<file path="src/rtl/escalonador_pkg.sv">
// Shared definitions for the round-robin process scheduler.
//   estado_t : scheduler FSM states (OS, LOAD, RUN)
//   ID_*     : process identifiers driven on id_proc
//   outro()  : the other user process id (01 <-> 10)
package escalonador_pkg;

  typedef enum logic [1:0] {
    ST_OS   = 2'd0,
    ST_LOAD = 2'd1,
    ST_RUN  = 2'd2
  } estado_t;

  localparam logic [1:0] ID_OS = 2'b00;
  localparam logic [1:0] ID_P1 = 2'b01;
  localparam logic [1:0] ID_P2 = 2'b10;

  function automatic logic [1:0] outro(input logic [1:0] id);
    return (id == ID_P1) ? ID_P2 : ID_P1;
  endfunction

endpackage

</file>
<file path="src/rtl/escalonador_proc_contador.sv">
// Quantum down-counter for the scheduler.
//   clock, reset : rising-edge clock, synchronous active-high reset (count -> 0)
//   reload       : count <= QUANTUM-1 (wins over enable)
//   enable       : count <= count-1
//   zero         : count == 0, i.e. the last cycle of the current slice
module contador_quantum #(
  parameter int QUANTUM = 100
) (
  input  logic clock,
  input  logic reset,
  input  logic reload,
  input  logic enable,
  output logic zero
);

  localparam int CW = (QUANTUM > 1) ? $clog2(QUANTUM) : 1;
  localparam logic [CW-1:0] RELOAD_VAL = CW'(QUANTUM - 1);

  logic [CW-1:0] cnt;

  always_ff @(posedge clock) begin
    if (reset)       cnt <= '0;
    else if (reload) cnt <= RELOAD_VAL;
    else if (enable) cnt <= cnt - CW'(1);
  end

  assign zero = (cnt == '0);

endmodule

</file>
<file path="src/rtl/escalonador_proc.sv">
// Round-robin scheduler for two user processes plus the OS (id 00).
// Time-slices with a quantum counter, saves/restores each process PC on a
// switch and hands control back to the OS once both user processes finish.
//   clock, reset : rising-edge clock, synchronous active-high reset
//   inicia       : OS asks to start user scheduling (only looked at in OS)
//   fim_proc     : running user process committed its halt (only looked at in RUN)
//   pc_prox      : PC fetch will use next cycle; saved on a time-slice switch
//   id_proc      : running process id (00 OS, 01 proc 1, 10 proc 2)
//   pc_carga     : PC to load into fetch; valid while carrega_pc = 1
//   carrega_pc   : 1-cycle pulse, fetch PC <= pc_carga
//   troca        : switch cycle, core stalls
//   concluido    : 1-cycle pulse, both user processes have finished
//   estado       : current FSM state, for observation
// The control outputs are simple pulses/levels; there is no valid/ready
// handshake, the core is expected to honour carrega_pc/troca in the same cycle.
module escalonador_proc
  import escalonador_pkg::*;
#(
  parameter int QUANTUM = 100,
  parameter int ADDR_W  = 9
) (
  input  logic              clock,
  input  logic              reset,
  input  logic              inicia,
  input  logic              fim_proc,
  input  logic [ADDR_W-1:0] pc_prox,
  output logic [1:0]        id_proc,
  output logic [ADDR_W-1:0] pc_carga,
  output logic              carrega_pc,
  output logic              troca,
  output logic              concluido,
  output estado_t           estado
);

  estado_t state, state_n;
  logic [1:0] tgt, tgt_n;
  logic [1:0] cur, cur_n;
  logic [2:1] vivo, vivo_n;
  logic [ADDR_W-1:0] pc_os, pc_p1, pc_p2;

  logic save_en;
  logic [1:0] save_id;
  logic [1:0] other;
  logic other_vivo;
  logic reload, enable, zero;

  logic [1:0]        id_n;
  logic [ADDR_W-1:0] pc_carga_n;
  logic              conc_n;

  contador_quantum #(.QUANTUM(QUANTUM)) u_contador (
    .clock  (clock),
    .reset  (reset),
    .reload (reload),
    .enable (enable),
    .zero   (zero)
  );

  always_comb begin
    state_n    = state;
    tgt_n      = tgt;
    cur_n      = cur;
    vivo_n     = vivo;
    save_en    = 1'b0;
    save_id    = ID_OS;
    conc_n     = 1'b0;
    reload     = 1'b0;
    enable     = 1'b0;
    other      = outro(cur);
    other_vivo = (other == ID_P1) ? vivo[1] : vivo[2];

    case (state)
      ST_OS: begin
        if (inicia) begin
          save_en = 1'b1;
          save_id = ID_OS;
          vivo_n  = 2'b11;
          // Both processes are revived here, so the lowest live one is proc 1.
          tgt_n   = ID_P1;
          state_n = ST_LOAD;
        end
      end
      ST_LOAD: begin
        cur_n   = tgt;
        reload  = 1'b1;
        state_n = (tgt == ID_OS) ? ST_OS : ST_RUN;
      end
      ST_RUN: begin
        // Reload at zero so the counter never wraps, even when leaving RUN.
        if (zero) reload = 1'b1;
        else      enable = 1'b1;
        if (fim_proc) begin
          if (cur == ID_P1) vivo_n[1] = 1'b0;
          else              vivo_n[2] = 1'b0;
          if (other_vivo) begin
            tgt_n = other;
          end else begin
            tgt_n  = ID_OS;
            conc_n = 1'b1;
          end
          state_n = ST_LOAD;
        end else if (zero && other_vivo) begin
          save_en = 1'b1;
          save_id = cur;
          tgt_n   = other;
          state_n = ST_LOAD;
        end
      end
      default: state_n = ST_OS;
    endcase

    // Outputs describe the state being entered; they are registered below.
    case (state_n)
      ST_LOAD: id_n = tgt_n;
      ST_RUN:  id_n = cur_n;
      default: id_n = ID_OS;
    endcase

    pc_carga_n = pc_carga;
    if (state_n == ST_LOAD) begin
      case (tgt_n)
        ID_P1:   pc_carga_n = pc_p1;
        ID_P2:   pc_carga_n = pc_p2;
        default: pc_carga_n = pc_os;
      endcase
    end
  end

  always_ff @(posedge clock) begin
    if (reset) begin
      state      <= ST_OS;
      tgt        <= ID_OS;
      cur        <= ID_P1;
      vivo       <= 2'b11;
      pc_os      <= '0;
      pc_p1      <= '0;
      pc_p2      <= '0;
      id_proc    <= ID_OS;
      pc_carga   <= '0;
      carrega_pc <= 1'b0;
      troca      <= 1'b0;
      concluido  <= 1'b0;
    end else begin
      state      <= state_n;
      tgt        <= tgt_n;
      cur        <= cur_n;
      vivo       <= vivo_n;
      id_proc    <= id_n;
      pc_carga   <= pc_carga_n;
      carrega_pc <= (state_n == ST_LOAD);
      troca      <= (state_n == ST_LOAD);
      concluido  <= conc_n;
      if (save_en) begin
        case (save_id)
          ID_P1:   pc_p1 <= pc_prox;
          ID_P2:   pc_p2 <= pc_prox;
          default: pc_os <= pc_prox;
        endcase
      end
    end
  end

  assign estado = state;

endmodule

</file>
<file path="config.mk">
export PLATFORM = sky130hd
export DESIGN_NAME = escalonador_proc
export DESIGN_NICKNAME = d
export VERILOG_FILES = /design/src/rtl/escalonador_pkg.sv /design/src/rtl/escalonador_proc_contador.sv /design/src/rtl/escalonador_proc.sv
export SDC_FILE = /design/constraint.sdc
export NUM_CORES = 1
export LEC_CHECK = 0
export CORE_UTILIZATION = 50
export CTS_CLUSTER_DIAMETER = 40
export DETAILED_ROUTE_END_ITERATION = 12
export GPL_ROUTABILITY_DRIVEN = 0
export PLACE_DENSITY = 0.8
export SLEW_MARGIN = 20
export SYNTH_ARGS = -nofsm -noshare
export SYNTH_HDL_FRONTEND = slang
export SYNTH_SLANG_ARGS = --single-unit
</file>
<file path="constraint.sdc">
create_clock -name clock -period 3.2 [get_ports clock]
set_input_delay 0.64 -clock clock [delete_from_list [all_inputs] [get_ports clock]]
set_output_delay 0.64 -clock clock [all_outputs]
set_load 0.1 [all_outputs]
</file>
# After elaboration in Yosys (flattened, before gate mapping)
# Index checks and enable logic that the tools add are counted.
word_totals:
  reg_bits: 55
  wordCells: 80
  input_bits: 13
  output_inout_bits: 16
op_classes:
  eq_ne: 14
  n_mux: 34
  n_reduce_logical: 14
  bitwise_logic: 3
  n_addsub: 1
op_table:
  columns: ["op", "n"]
  rows:
  - ["two-way mux 2 bit", 15]
  - ["one-hot mux 9 bit (2 select lines)", 1]
  - ["two-way mux 7 bit", 2]
  - ["equality test 2 x 1 -> 1 bit (second input constant)", 6]
  - ["one-hot mux 2 bit (2 select lines)", 3]
  - ["two-way mux 1 bit", 10]
  - ["equality test 2 bit (second input constant)", 4]
  - ["!= test 2 bit (second input constant)", 4]
  - ["AND reduction 4 bit", 2]
  - ["zero test 7 bit", 1]
  - ["subtractor 7 x 1 -> 7 bit (second input constant)", 1]
  - ["one-hot mux 2 bit (3 select lines)", 1]
  - ["AND reduction 2 bit", 3]
  - ["zero test 2 bit", 2]
  - ["one-hot mux 1 bit (2 select lines)", 2]
  - ["nonzero test 2 bit", 2]
  - ["OR reduction 2 bit", 2]
  - ["inverter 1 bit", 3]
  - ["OR reduction 3 bit", 1]
  - ["logical AND 1 bit", 1]

# Depth between registers and ports, before layout
# Gate-level depths: netlist of the first run.
depth:
  depth_word: 12
  depth_mapped: 15
  ltp_nobuf: 12

# Cells and area by module
# From an unflattened synthesis of the first run, not the netlist that was laid out.
hier_totals:
  hier_cells: 290
  hier_area_um2: 2700.1
modules_own_cells:
  columns: ["mod", "cells_each", "seq_area_each_um2", "n_inst", "area_each_um2"]
  rows:
  - ["escalonador_proc", 255, 960.9, 1, 2379.8]
  - ["contador_quantum", 35, 140.1, 1, 320.3]

# Worst setup path before layout of the first run
# Ideal clock, no wire load.
synth_timing:
  path_kind: "flip-flop to flip-flop"
  startpoint: "register state[0] (netlist: estado[0])"
  endpoint: "register pc_carga[0]"
  t_arrival_ps: 3139
  synth_period_minus_slack_ps: 3266
  setup_time_ps: 128
  required_ps: 3072
  n_path_buf: 3
  path_stages_with_launch: 13
  path_slack_ps: -66
  path_cell_list: "dfxtp_1 -> inv_1 -> ha_1 -> clkbuf_1 -> o211a_1 -> nor3_1 -> inv_1 -> ha_1 -> clkbuf_1 -> clkbuf_1 -> o21ai_0 -> mux2i_1 -> nor2_1"
synth_between:
  elab_chain_len: 4
  elab_cells_between_ends: 12
  classes_between: "eq/ne: 5; mux: 6; reduce/logical: 1"
synth_lines:
  columns: ["element", "line_no", "source"]
  rows:
  - ["from (decl)", "escalonador_proc.sv:35", "estado_t state, state_n;"]
  - ["from (signal assigned)", "escalonador_proc.sv:144", "state <= state_n;"]
  - ["equality test 2 bit / zero test 2 bit (equally long branches)", "escalonador_proc.sv:72", "case (state)"]
  - ["one-hot mux 2 bit (2 select lines) (*)", "escalonador_proc.sv:72", null]
  - ["via tgt_n[1]", "escalonador_proc.sv:36", "logic [1:0] tgt, tgt_n;"]
  - ["equality test 2 bit / equality test 2 x 1 -> 1 bit (equally long branches)", "escalonador_proc.sv:121", "case (tgt_n)"]
  - ["one-hot mux 9 bit (2 select lines) (*)", "escalonador_proc.sv:121", null]
  - ["to (signal assigned)", "escalonador_proc.sv:149", "pc_carga <= pc_carga_n;"]
  - ["to (decl)", "escalonador_proc.sv:28", "output logic [ADDR_W-1:0] pc_carga,"]
# Mark *: on every way through the listed nets, which the timed path passes. The rest lies on a longest branch.
# A chain may end at the register's enable or synchronous reset.

# Worst setup path in the final report of the first run
layout_timing:
  startpoint: "register u_contador.cnt[1]"
  endpoint: "register pc_carga[8]"
layout_between:
  elab_chain_len: 7
  elab_cells_between_ends: 12
  classes_between: "eq/ne: 3; mux: 7; reduce/logical: 2"
layout_lines:
  columns: ["element", "line_no", "source"]
  rows:
  - ["from (decl)", "escalonador_proc_contador.sv:19", "logic [CW-1:0] cnt;"]
  - ["from (signal assigned)", "escalonador_proc_contador.sv:24", "else if (enable) cnt <= cnt - CW'(1);"]
  - ["zero test 7 bit (*)", "escalonador_proc_contador.sv:27", "assign zero = (cnt == '0);"]
  - ["logical AND 1 bit (*)", "escalonador_proc.sv:102", "end else if (zero && other_vivo) begin"]
  - ["two-way mux 2 bit (*)", "escalonador_proc.sv:102", null]
  - ["two-way mux 2 bit (*)", "escalonador_proc.sv:92", "if (fim_proc) begin"]
  - ["one-hot mux 2 bit (2 select lines) (*)", "escalonador_proc.sv:72", null]
  - ["via tgt_n[1]", "escalonador_proc.sv:36", null]
  - ["equality test 2 bit / equality test 2 x 1 -> 1 bit (equally long branches)", "escalonador_proc.sv:121", null]
  - ["one-hot mux 9 bit (2 select lines) (*)", "escalonador_proc.sv:121", null]
# Marked as above.

==> flow_summary.json, run 1 <==
{
  "status": "finished clean",
  "synth_common_cells": "dfxtp_1, a21oi_1, nand3b_1",
  "synth_seq_area_share_pct": 40.8,
  "hold_class": "flop to flop",
  "die_y_um": 75.5,
  "initial_core_util_pct": 52.5,
  "place_hpwl_mm": 3.82,
  "pre_cts_slack_ps": 185,
  "setup_tns_ps": 0,
  "synth_edf_count": 0,
  "boundaryPins": 29,
  "grt_pass1_wl_mm": 8.87,
  "grtUsageTotal_pct": 20.7,
  "drc": 0,
  "viasPerCell": 5.64,
  "cts_sinks": 55,
  "root_buffer": "clkbuf_8",
  "ys_async_sr_fraction_pct": 0,
  "yosysMostFrequentCell": "dfxtp_1",
  "crit_family": "simple AND/OR/NAND/NOR gates",
  "wirelength_mm": 5.52,
  "power_frac_comb_pct": 21.1,
  "fin_nets": 357,
  "antenna_found_initial": 0,
  "p_leak_nw": 1.15,
  "wire_per_inst_um": 13.7,
  "power_density_mw_per_mm2": 493,
  "post_cts_resized": 0,
  "seqPwrFrac_pct": 48.3,
  "maxSlewHeadroom_pct": 67.8,
  "clock_latency_ps": 300,
  "netlist_top_cells_area": "dfxtp_1, nand3b_1, a21oi_1, ha_1, o21ai_0",
  "syn_nets": 339,
  "max_cap_viol_count": 0,
  "clockBufferDepth": 2,
  "postCtsSetupBuffers": 0,
  "cp.required_ps": 3390,
  "slowest_stage": "ha_1",
  "numCtsBuffers": 5,
  "netlist_instances": 315,
  "p_int_w": 0.00106,
  "ctsHtreeMaxLevel": 2,
  "synth_warnings": 0,
  "drive_gt1_share_pct": 11.7,
  "worst_path_largest_cell_delay_ps": 550,
  "fin_skew_ps": 8.85,
  "fmax_mhz": 364,
  "worst_pin_slew_ps": 483,
  "ctsHoldBuffers": 0,
  "cts_tree": "built",
  "critPathBufInv": 2,
  "ys.flop_type": "dfxtp_1",
  "vdd_drop_max_mv": 0.208,
  "core_area_mm2": 0.00514,
  "grt_start_max_net_pins": 55,
  "n_antenna_cell": 0,
  "criticalPathCategory": "flop to flop",
  "fin_hold_ws_ps": 482,
  "synth_top_area_share_pct": 40.8,
  "startpoint_type": "flop",
  "swShare_pct": 29.9,
  "final.period_utilization_pct": 86.0,
  "path_cells": "inv_1 -> ha_1 -> nor4b_2 -> and2_4 -> o211a_1 -> nor3_1 -> inv_1 -> ha_1 -> o21ai_0 -> mux2i_1 -> nor2_1",
  "die_width_um": 75.5,
  "rsz0062_at_grt": "false",
  "syn_area_per_cell_um2": 8.56,
  "path_clk_slew_ps": 100,
  "finalCriticalPeriod_ps": 2750,
  "dp.cells": 396,
  "areaGrowthSynthToFinish_pct": 13.3,
  "drv_slew": 0,
  "arrival_ps": 2940,
  "first_pass_iters": 4,
  "endpoint_kind": "flop",
  "switching_power_w": 0.000450,
  "worst_slack_ps": 450,
  "finalSetupViolCount": 0,
  "layoutNonFillerInstCount": 404,
  "netlist_area_mm2": 0.00270,
  "drt_iter0_drc": 199,
  "critPathMaxFanout": 18,
  "row_count": 26,
  "synth.distinct_cells": 42,
  "dieArea_mm2": 0.00569,
  "synth_top_area_cell": "dfxtp_1",
  "portBuffers": 28,
  "grt_pass1_vias": 1841,
  "vias": 2278,
  "n_fill_cell": 469,
  "pwr-share-clk_pct": 30.6,
  "ys_ff_latch": 55,
  "timing.final.hold_violations": 0,
  "gr-total-overflow": 0,
  "drtAntennaViolNets": 0
}
-- metrics by stage --
stage,power (W),instance area (µm²),util [%]
6_report,0.00151,3060,59.4
3_3_place_gp,0.00106,2940,57.3
3_5_place_dp,0.00106,2940,57.3
5_1_grt,0.00158,3060,59.4
2_1_floorplan,0.000998,2700,-
4_1_cts,0.00152,3060,59.4
-- worst reg2reg max path, stage by stage, from the launching register on --
cell and delay (ps):
dfxtp_1 370, inv_1 50, ha_1 210, nor4b_2 180
and2_4 220, o211a_1 250, nor3_1 320, inv_1 80
ha_1 550, o21ai_0 190, mux2i_1 160, nor2_1 50
-- state kept, by name, indices dropped and copies added, names as in the netlist --
name,flops
estado,2
u_contador.cnt,7
pc_os,9
vivo,2
tgt,2
troca,1
concluido,1
pc_p2,9
cur,2
pc_carga,9
pc_p1,9
id_proc,2
-- power groups by stage --
stage,registers [W],logic [W],clock network (W)
global placement,0.000742,0.000313,0
global route,0.000731,0.000343,0.000504
CTS,0.000727,0.000317,0.000471
floorplan,0.000794,0.000204,0
detailed placement,0.000743,0.000316,0
finish,0.000727,0.000318,0.000462
-- layer usage --
layer  vias up  track usage [%]  wire length [µm]
li1       1151                -                 -
met1      1074             30.9              2840
met2        49             30.5              2370
met3         4             3.57               277
met4         0             5.97                41
met5         -                0                 0
-- worst paths after layout --
path | start | endpoint | slack (ps) | cells after the start
max | u_contador.cnt[1]$_SDFFE_PP0P_ | pc_carga[8]$_SDFFE_PP0N_ | 450 | 11
min | vivo[2]$_SDFFE_PP1P_ | vivo[2]$_SDFFE_PP1P_ | 480 | 1
max reg2reg | u_contador.cnt[1]$_SDFFE_PP0P_ | pc_carga[8]$_SDFFE_PP0N_ | 450 | 11
min reg2reg | vivo[2]$_SDFFE_PP1P_ | vivo[2]$_SDFFE_PP1P_ | 480 | 1
-- final cells by class --
type	instances	area (µm²)	area share, %
multi-input combinational	224	1430	46.7
sequential	55	1100	36.1
timing repair buffer	33	273	8.93
tap	70	87.6	2.87
clock buffer	6	72.6	2.38
inverter	14	52.6	1.72
clock inverter	2	38.8	1.27
-- cell families (layout without fill, tap and decap cells) --
group	Yosys count	count (layout)	synth area share [%]
AO/OA/AOI/OAI	105	105	23.0
XOR/XNOR	2	2	0.649
adder cells (fa/ha/maj)	11	11	5.10
buffers and inverters	36	55	6.26
flip-flops	55	55	40.8
multiplexers	11	11	4.13
AND/OR/NAND/NOR	95	95	20.1
-- placed cells by master, fill, tap and decap left out, types with 10 or more instances in the layout --
cell type and count:
buf_4 21, a21oi_1 38, dfxtp_1 53, clkdlybuf4s50_1 11
nand2_1 22, o21ai_1 17, nor2_1 16, nand3b_1 27
o21ai_0 25, ha_1 11, inv_1 14, mux2i_1 10
Power figures use the tool's default switching activity.
==> run 2, diff against run 1 <==
--- a/config.mk
+++ b/config.mk
@@ -9,7 +9,7 @@
 export CTS_CLUSTER_DIAMETER = 40
 export DETAILED_ROUTE_END_ITERATION = 12
 export GPL_ROUTABILITY_DRIVEN = 0
-export PLACE_DENSITY = 0.8
+export PLACE_DENSITY = 0.83
 export SLEW_MARGIN = 20
 export SYNTH_ARGS = -nofsm -noshare
 export SYNTH_HDL_FRONTEND = slang
==> constraint.sdc (replaced) <==
create_clock -name clock -period 2.4 [get_ports clock]
set_input_delay 0.48 -clock clock [delete_from_list [all_inputs] [get_ports clock]]
set_output_delay 0.48 -clock clock [all_outputs]
set_load 0.1 [all_outputs]
==> run 2 against run 1 <==
Core utilization rose by 7.7 points. Count of clock-buffer cells in the layout fell by 1. Via count rose by 9.3%. Clock skew rose by 1.4 ps. Critical path depth rose by 2. Worst setup slack got worse by 420 ps. Maximum frequency rose by 16%. First-iteration DRC count rose by 22%. Design area rose by 13%. Final cell count rose by 6.7%. Critical endpoint is now pc_carga[0]$_SDFFE_PP0N_.
==> flow_summary.json, run 2 (same netlist as run 1, synthesis figures left out) <==
{
  "portBuffers": 28,
  "die_y_um": 75.5,
  "cp.required_ps": 2610,
  "finish.utilization_pct": 67.2,
  "fin_skew_ps": 10.2,
  "place_hpwl_mm": 4.10,
  "grtUsageMet1_pct": 33.5,
  "drc": 0,
  "first_pass_iters": 5,
  "dp.cells": 412,
  "layout_commonest_cell": "dfxtp_1",
  "wirelength_mm": 6.93,
  "finalCriticalPeriod_ps": 2370,
  "criticalPathCategory": "flop to flop",
  "drtAntennaViolNets": 0,
  "startpoint_type": "flop",
  "critPathMaxFanout": 9,
  "n_antenna_cell": 0,
  "wire_per_inst_um": 16.1,
  "ctsHtreeMaxLevel": 2,
  "layoutNonFillerInstCount": 431,
  "core_area_mm2": 0.00514,
  "initial_core_util_pct": 52.5,
  "slowest_stage": "dfxtp_2",
  "startpoint": "u_contador.cnt[1]$_SDFFE_PP0P_",
  "worst_pin_slew_ps": 520,
  "p_leak_nw": 1.31,
  "root_buffer": "clkbuf_8",
  "arrival_ps": 2580,
  "layout_common_cells": "dfxtp_1, buf_4, a21oi_1",
  "fmax_mhz": 422,
  "clockBufferDepth": 2,
  "r2r_start": "u_contador.cnt[1]$_SDFFE_PP0P_",
  "drt_iter0_drc": 243,
  "cts_sinks": 55,
  "placed_area_mm2": 0.00311,
  "power_density_mw_per_mm2": 635,
  "numCtsBuffers": 5,
  "row_count": 26,
  "hp-start": "vivo[2]$_SDFFE_PP1P_",
  "grtUsageTotal_pct": 22.7,
  "grt_start_max_net_pins": 55,
  "design_area_mm2": 0.00345,
  "die_width_um": 75.5,
  "vdd_drop_max_mv": 0.366,
  "antenna_found_initial": 0,
  "status": "finished clean",
  "grt_use_met2_pct": 33.4,
  "boundaryPins": 29,
  "drive_gt1_share_pct": 26.9,
  "maxSlewHeadroom_pct": 65.4,
  "hold_class": "flop to flop",
  "gr-total-overflow": 0,
  "grt_pass1_vias": 2021,
  "path_cells": "inv_2 -> ha_4 -> nor4b_4 -> and2_4 -> o211a_4 -> nor3_4 -> inv_2 -> ha_4 -> buf_6 -> nand2_1 -> o21ai_1 -> mux2i_1 -> nor2_1",
  "grt.busiest_layer": "met1",
  "cts_tree": "built",
  "grt_pass1_wl_mm": 9.83,
  "critPathBufInv": 3,
  "vias": 2490,
  "finalSetupViolCount": 0,
  "drv_slew": 0,
  "dieArea_mm2": 0.00569,
  "fin_nets": 384,
  "timing.final.hold_violations": 0,
  "crit_family": "simple AND/OR/NAND/NOR gates",
  "worst_path_largest_cell_delay_ps": 350,
  "ctsHoldBuffers": 0,
  "path_clk_slew_ps": 110,
  "use_met3_pct": 4.63,
  "areaGrowthSynthToFinish_pct": 28.0,
  "final.period_utilization_pct": 98.6,
  "viasPerCell": 5.78,
  "max_cap_viol_count": 0,
  "clock_latency_ps": 320,
  "setup_tns_ps": 0,
  "endpoint_kind": "flop"
}
run 2: through the flow:
step	power (W)	worst slack (ps)	hold WS, ps
after floorplan	0.00134	4.37	437
after global placement	0.00145	-211	455
after detailed placement	0.00145	-271	465
after CTS	0.00210	0.572	488
after global routing	0.00228	-67.5	497
final	0.00219	32.5	487
run 2: worst paths after layout:
path                               to  slack, ps  depth (start not counted)
max reg2reg  pc_carga[0]$_SDFFE_PP0N_         30                         13
max          pc_carga[0]$_SDFFE_PP0N_         30                         13
min reg2reg      vivo[2]$_SDFFE_PP1P_        490                          1
min              vivo[2]$_SDFFE_PP1P_        490                          1
run 2: report_power, final:
| part | internal (W) | switching [W] | total (W) | leakage (nW) |
|---|---|---|---|---|
| combinational | 0.000243 | 0.000333 | 0.000576 | 0.806 |
| sequential | 0.000946 | 0.0000310 | 0.000977 | 0.449 |
| clock | 0.000316 | 0.000323 | 0.000638 | 0.0591 |
| total | 0.00150 | 0.000686 | 0.00219 | 1.31 |
run 2: worst register-to-register path, delay by kind of cell, from the launching register on:
| kind | cells | cell delay (ps) |
|---|---|---|
| compound gates | 2 | 330 |
| buf+inv | 3 | 290 |
| fa+ha+maj | 2 | 420 |
| mux | 1 | 130 |
| flops | 1 | 350 |
| simple gates | 5 | 740 |
run 2: final cells by class:
cell class / instances / area, µm²
repair buffers: 60 / 515
flip-flops and latches: 55 / 1110
multi-input cells: 224 / 1570
clock buffers: 5 / 68.8
fillers: 396 / 1690
clock inverters: 3 / 45.0
well taps: 70 / 87.6
inverters: 14 / 52.6
run 2: metal layers:
| metal | wire length [µm] | vias to the layer above |
|---|---|---|
| li1 | - | 1195 |
| met1 | 3110 | 1152 |
| met2 | 3190 | 130 |
| met3 | 518 | 13 |
| met4 | 106 | 0 |
| met5 | 0 | - |
run 2: repair_timing:
item                       4_1_cts  5_1_grt
pin swaps                        0       11
setup endpoints to repair       30       38
setup buffers                    1       10
hold endpoints to repair         0        0
gates resized for setup          7       45
==> run 3, diff against run 2 <==
--- a/config.mk
+++ b/config.mk
@@ -5,6 +5,7 @@
 export SDC_FILE = /design/constraint.sdc
 export NUM_CORES = 1
 export LEC_CHECK = 0
+export ABC_AREA = 1
 export CORE_UTILIZATION = 50
 export CTS_CLUSTER_DIAMETER = 40
 export DETAILED_ROUTE_END_ITERATION = 12
==> run 3 against run 2 <==
Global-route usage down 0.54 points. Design area fell by 7.2%. Sequential power up 6%. Area after synthesis up 1.9%. Flip-flop and latch count unchanged. First-iteration DRC count is 37% lower. Synthesized cell count is 20% higher. Power grew 13%. Highest routed layer unchanged. Register-to-register slack better by 190 ps. Worst setup slack better by 190 ps. Clock skew decreased by 2.3 ps. Core utilization decreased by 5.6 points.
==> flow_summary.json, run 3 <==
{
  "status": "finished clean",
  "final.period_utilization_pct": 90.6,
  "synth_top_area_cell": "dfxtp_1",
  "gr-total-overflow": 0,
  "wl_met3_um": 272,
  "ys_ff_latch": 55,
  "wl_met1_mm": 2.62,
  "cpMostUsedCell": "nand2_1",
  "synth.distinct_cells": 31,
  "hold_class": "flop to flop",
  "rsz0062_at_grt": "false",
  "total_power_w": 0.00247,
  "numCtsBuffers": 5,
  "synth_edf_count": 0,
  "grtUsageTotal_pct": 22.2,
  "yosysMostFrequentCell": "nand2_1",
  "ys_async_sr_fraction_pct": 0,
  "maxSlewHeadroom_pct": 76.0,
  "netlist_area_mm2": 0.00275,
  "netlist_instances": 377,
  "netlist_top_cells_area": "dfxtp_1, nand2_1, a21oi_1, nor2_1, nand3_1",
  "fin_skew_ps": 7.89,
  "crit_family": "simple AND/OR/NAND/NOR gates",
  "path_cells": "inv_1 -> ha_1 -> nand2_1 -> nor2_4 -> nand2_1 -> inv_2 -> nand2_1 -> o2111ai_1 -> nand2_1 -> inv_1 -> ha_2 -> clkinvlp_4 -> a21oi_1 -> a21oi_1",
  "boundaryPins": 29,
  "grt_pass1_vias": 2256,
  "row_count": 26,
  "multi_input_area_mm2": 0.00137,
  "cp.required_ps": 2610,
  "drive_gt1_share_pct": 14.3,
  "max_cap_viol_count": 0,
  "top_layer_used": "met4",
  "wl_met2_mm": 3.00,
  "timing.final.hold_violations": 0,
  "ys.flop_type": "dfxtp_1",
  "regArea_mm2": 0.00111,
  "syn_nets": 401,
  "finish.utilization_pct": 61.5,
  "wirelength_mm": 6.06,
  "vdd_drop_max_mv": 0.418,
  "vias": 2474,
  "areaGrowthSynthToFinish_pct": 16.5,
  "endpoint_kind": "flop",
  "drc": 0,
  "layout_commonest_cell": "nand2_1",
  "dieArea_mm2": 0.00580,
  "syn_area_per_cell_um2": 7.29,
  "path_clk_slew_ps": 100,
  "cts_sinks": 55,
  "initial_core_util_pct": 52.8,
  "n_antenna_cell": 0,
  "rr_endpoint": "pc_carga[4]$_SDFFE_PP0N_",
  "layout_common_cells": "nand2_1, dfxtp_1, nor2_1",
  "fin_hold_ws_ps": 469,
  "crit_end": "pc_carga[4]$_SDFFE_PP0N_",
  "criticalPathCategory": "flop to flop",
  "power_density_mw_per_mm2": 771,
  "first_pass_iters": 4,
  "worst_pin_slew_ps": 360,
  "core_area_mm2": 0.00520,
  "r2r_cells": 14,
  "finalSetupViolCount": 0,
  "grt_pass1_wl_mm": 10.2,
  "p_leak_nw": 1.40,
  "synth_common_cells": "nand2_1, dfxtp_1, nor2_1",
  "arrival_ps": 2390,
  "die_width_um": 76.1,
  "critPathBufInv": 4,
  "viasPerCell": 5.20,
  "r2r_start": "u_contador.cnt[0]$_SDFFE_PP0P_",
  "fmax_mhz": 460,
  "clock_latency_ps": 320,
  "drtAntennaViolNets": 0,
  "grt_start_max_net_pins": 55,
  "clockBufferDepth": 2,
  "drt_iter0_drc": 153,
  "worst_path_largest_cell_delay_ps": 330,
  "wire_per_inst_um": 12.7,
  "cp_num_cells": 14,
  "root_buffer": "clkbuf_8",
  "startpoint": "u_contador.cnt[0]$_SDFFE_PP0P_",
  "slowest_stage": "dfxtp_1",
  "critPathMaxFanout": 5,
  "cts_tree": "built",
  "startpoint_type": "flop",
  "synth_top_area_share_pct": 40.1,
  "r2r_slack_ps": 230,
  "antenna_found_initial": 0,
  "finalCriticalPeriod_ps": 2170,
  "portBuffers": 28,
  "fin_nets": 429,
  "synth_warnings": 0,
  "place_hpwl_mm": 4.31,
  "drv_slew": 0,
  "synth_seq_area_share_pct": 40.1,
  "n_fill_cell": 488,
  "ctsHtreeMaxLevel": 2,
  "ctsHoldBuffers": 0,
  "die_y_um": 76.1
}
## run 3: cell families after synthesis
kind of cell	Yosys count	share of synthesized area, %
adders and majority gates	11	5.01
AOI/OAI and AO/OA	84	17.8
buffers and inverters	58	10.2
and+or+nand+nor	168	26.5
DFF	55	40.1
xor gates and xnor gates	1	0.319
## run 3: report_power, final
part / internal [W] / leakage (nW) / switching [W] / total [W]
logic: 0.000246 / 0.901 / 0.000622 / 0.000868
registers: 0.000990 / 0.450 / 0.0000500 / 0.00104
clock network: 0.000264 / 0.0515 / 0.000298 / 0.000562
total: 0.00150 / 1.40 / 0.000969 / 0.00247
## run 3: worst reg2reg max path, cell delays in order, from the launching register on
cell	delay (ps)
dfxtp_1	330
inv_1	60
ha_1	200
nand2_1	110
nor2_4	160
nand2_1	90
inv_2	90
nand2_1	50
o2111ai_1	80
nand2_1	120
inv_1	70
ha_2	280
clkinvlp_4	180
a21oi_1	180
a21oi_1	90
## run 3: area by class of cell
type	count	area share, %
Sequential cell	55	34.6
Inverter	38	4.61
Tap cell	70	2.73
Timing Repair Buffer	40	11.9
Clock buffer	8	3.13
Timing Repair inverter	1	0.234
Multi-Input combinational cell	264	42.8
## run 3: metal layers
| layer | up-vias | global-route usage [%] |
|---|---|---|
| met5 | - | 0 |
| met4 | 0 | 10.2 |
| met3 | 12 | 5.03 |
| met2 | 69 | 38.7 |
| met1 | 1112 | 25.7 |
| li1 | 1281 | - |
## run 3: stage by stage
stage / TNS, ps / cell area (µm²) / cells / setup slack [ps]
2_1_floorplan: 0 / 2760 / 377 / 13.6
3_3_place_gp: 0 / 3080 / 466 / 3.90
3_5_place_dp: -348 / 3080 / 466 / -45.9
4_1_cts: 0 / 3180 / 474 / 137
5_1_grt: 0 / 3200 / 476 / 19.3
6_report: 0 / 3200 / 476 / 225
## run 3: worst min-delay path by stage
stage,slack [ps],to,cells after the start,start
finish,470,vivo[1]$_SDFFE_PP1P_,2,vivo[1]$_SDFFE_PP1P_
global route,500,vivo[1]$_SDFFE_PP1P_,2,vivo[1]$_SDFFE_PP1P_
CTS,470,vivo[1]$_SDFFE_PP1P_,2,vivo[1]$_SDFFE_PP1P_
detailed placement,450,vivo[1]$_SDFFE_PP1P_,2,vivo[1]$_SDFFE_PP1P_
global placement,430,vivo[1]$_SDFFE_PP1P_,2,vivo[1]$_SDFFE_PP1P_
floorplan,420,vivo[1]$_SDFFE_PP1P_,2,vivo[1]$_SDFFE_PP1P_
## run 3: what timing repair did
action	in CTS	in global routing
setup endpoints to repair	0	9
resized for setup	0	4
setup buffers	0	1
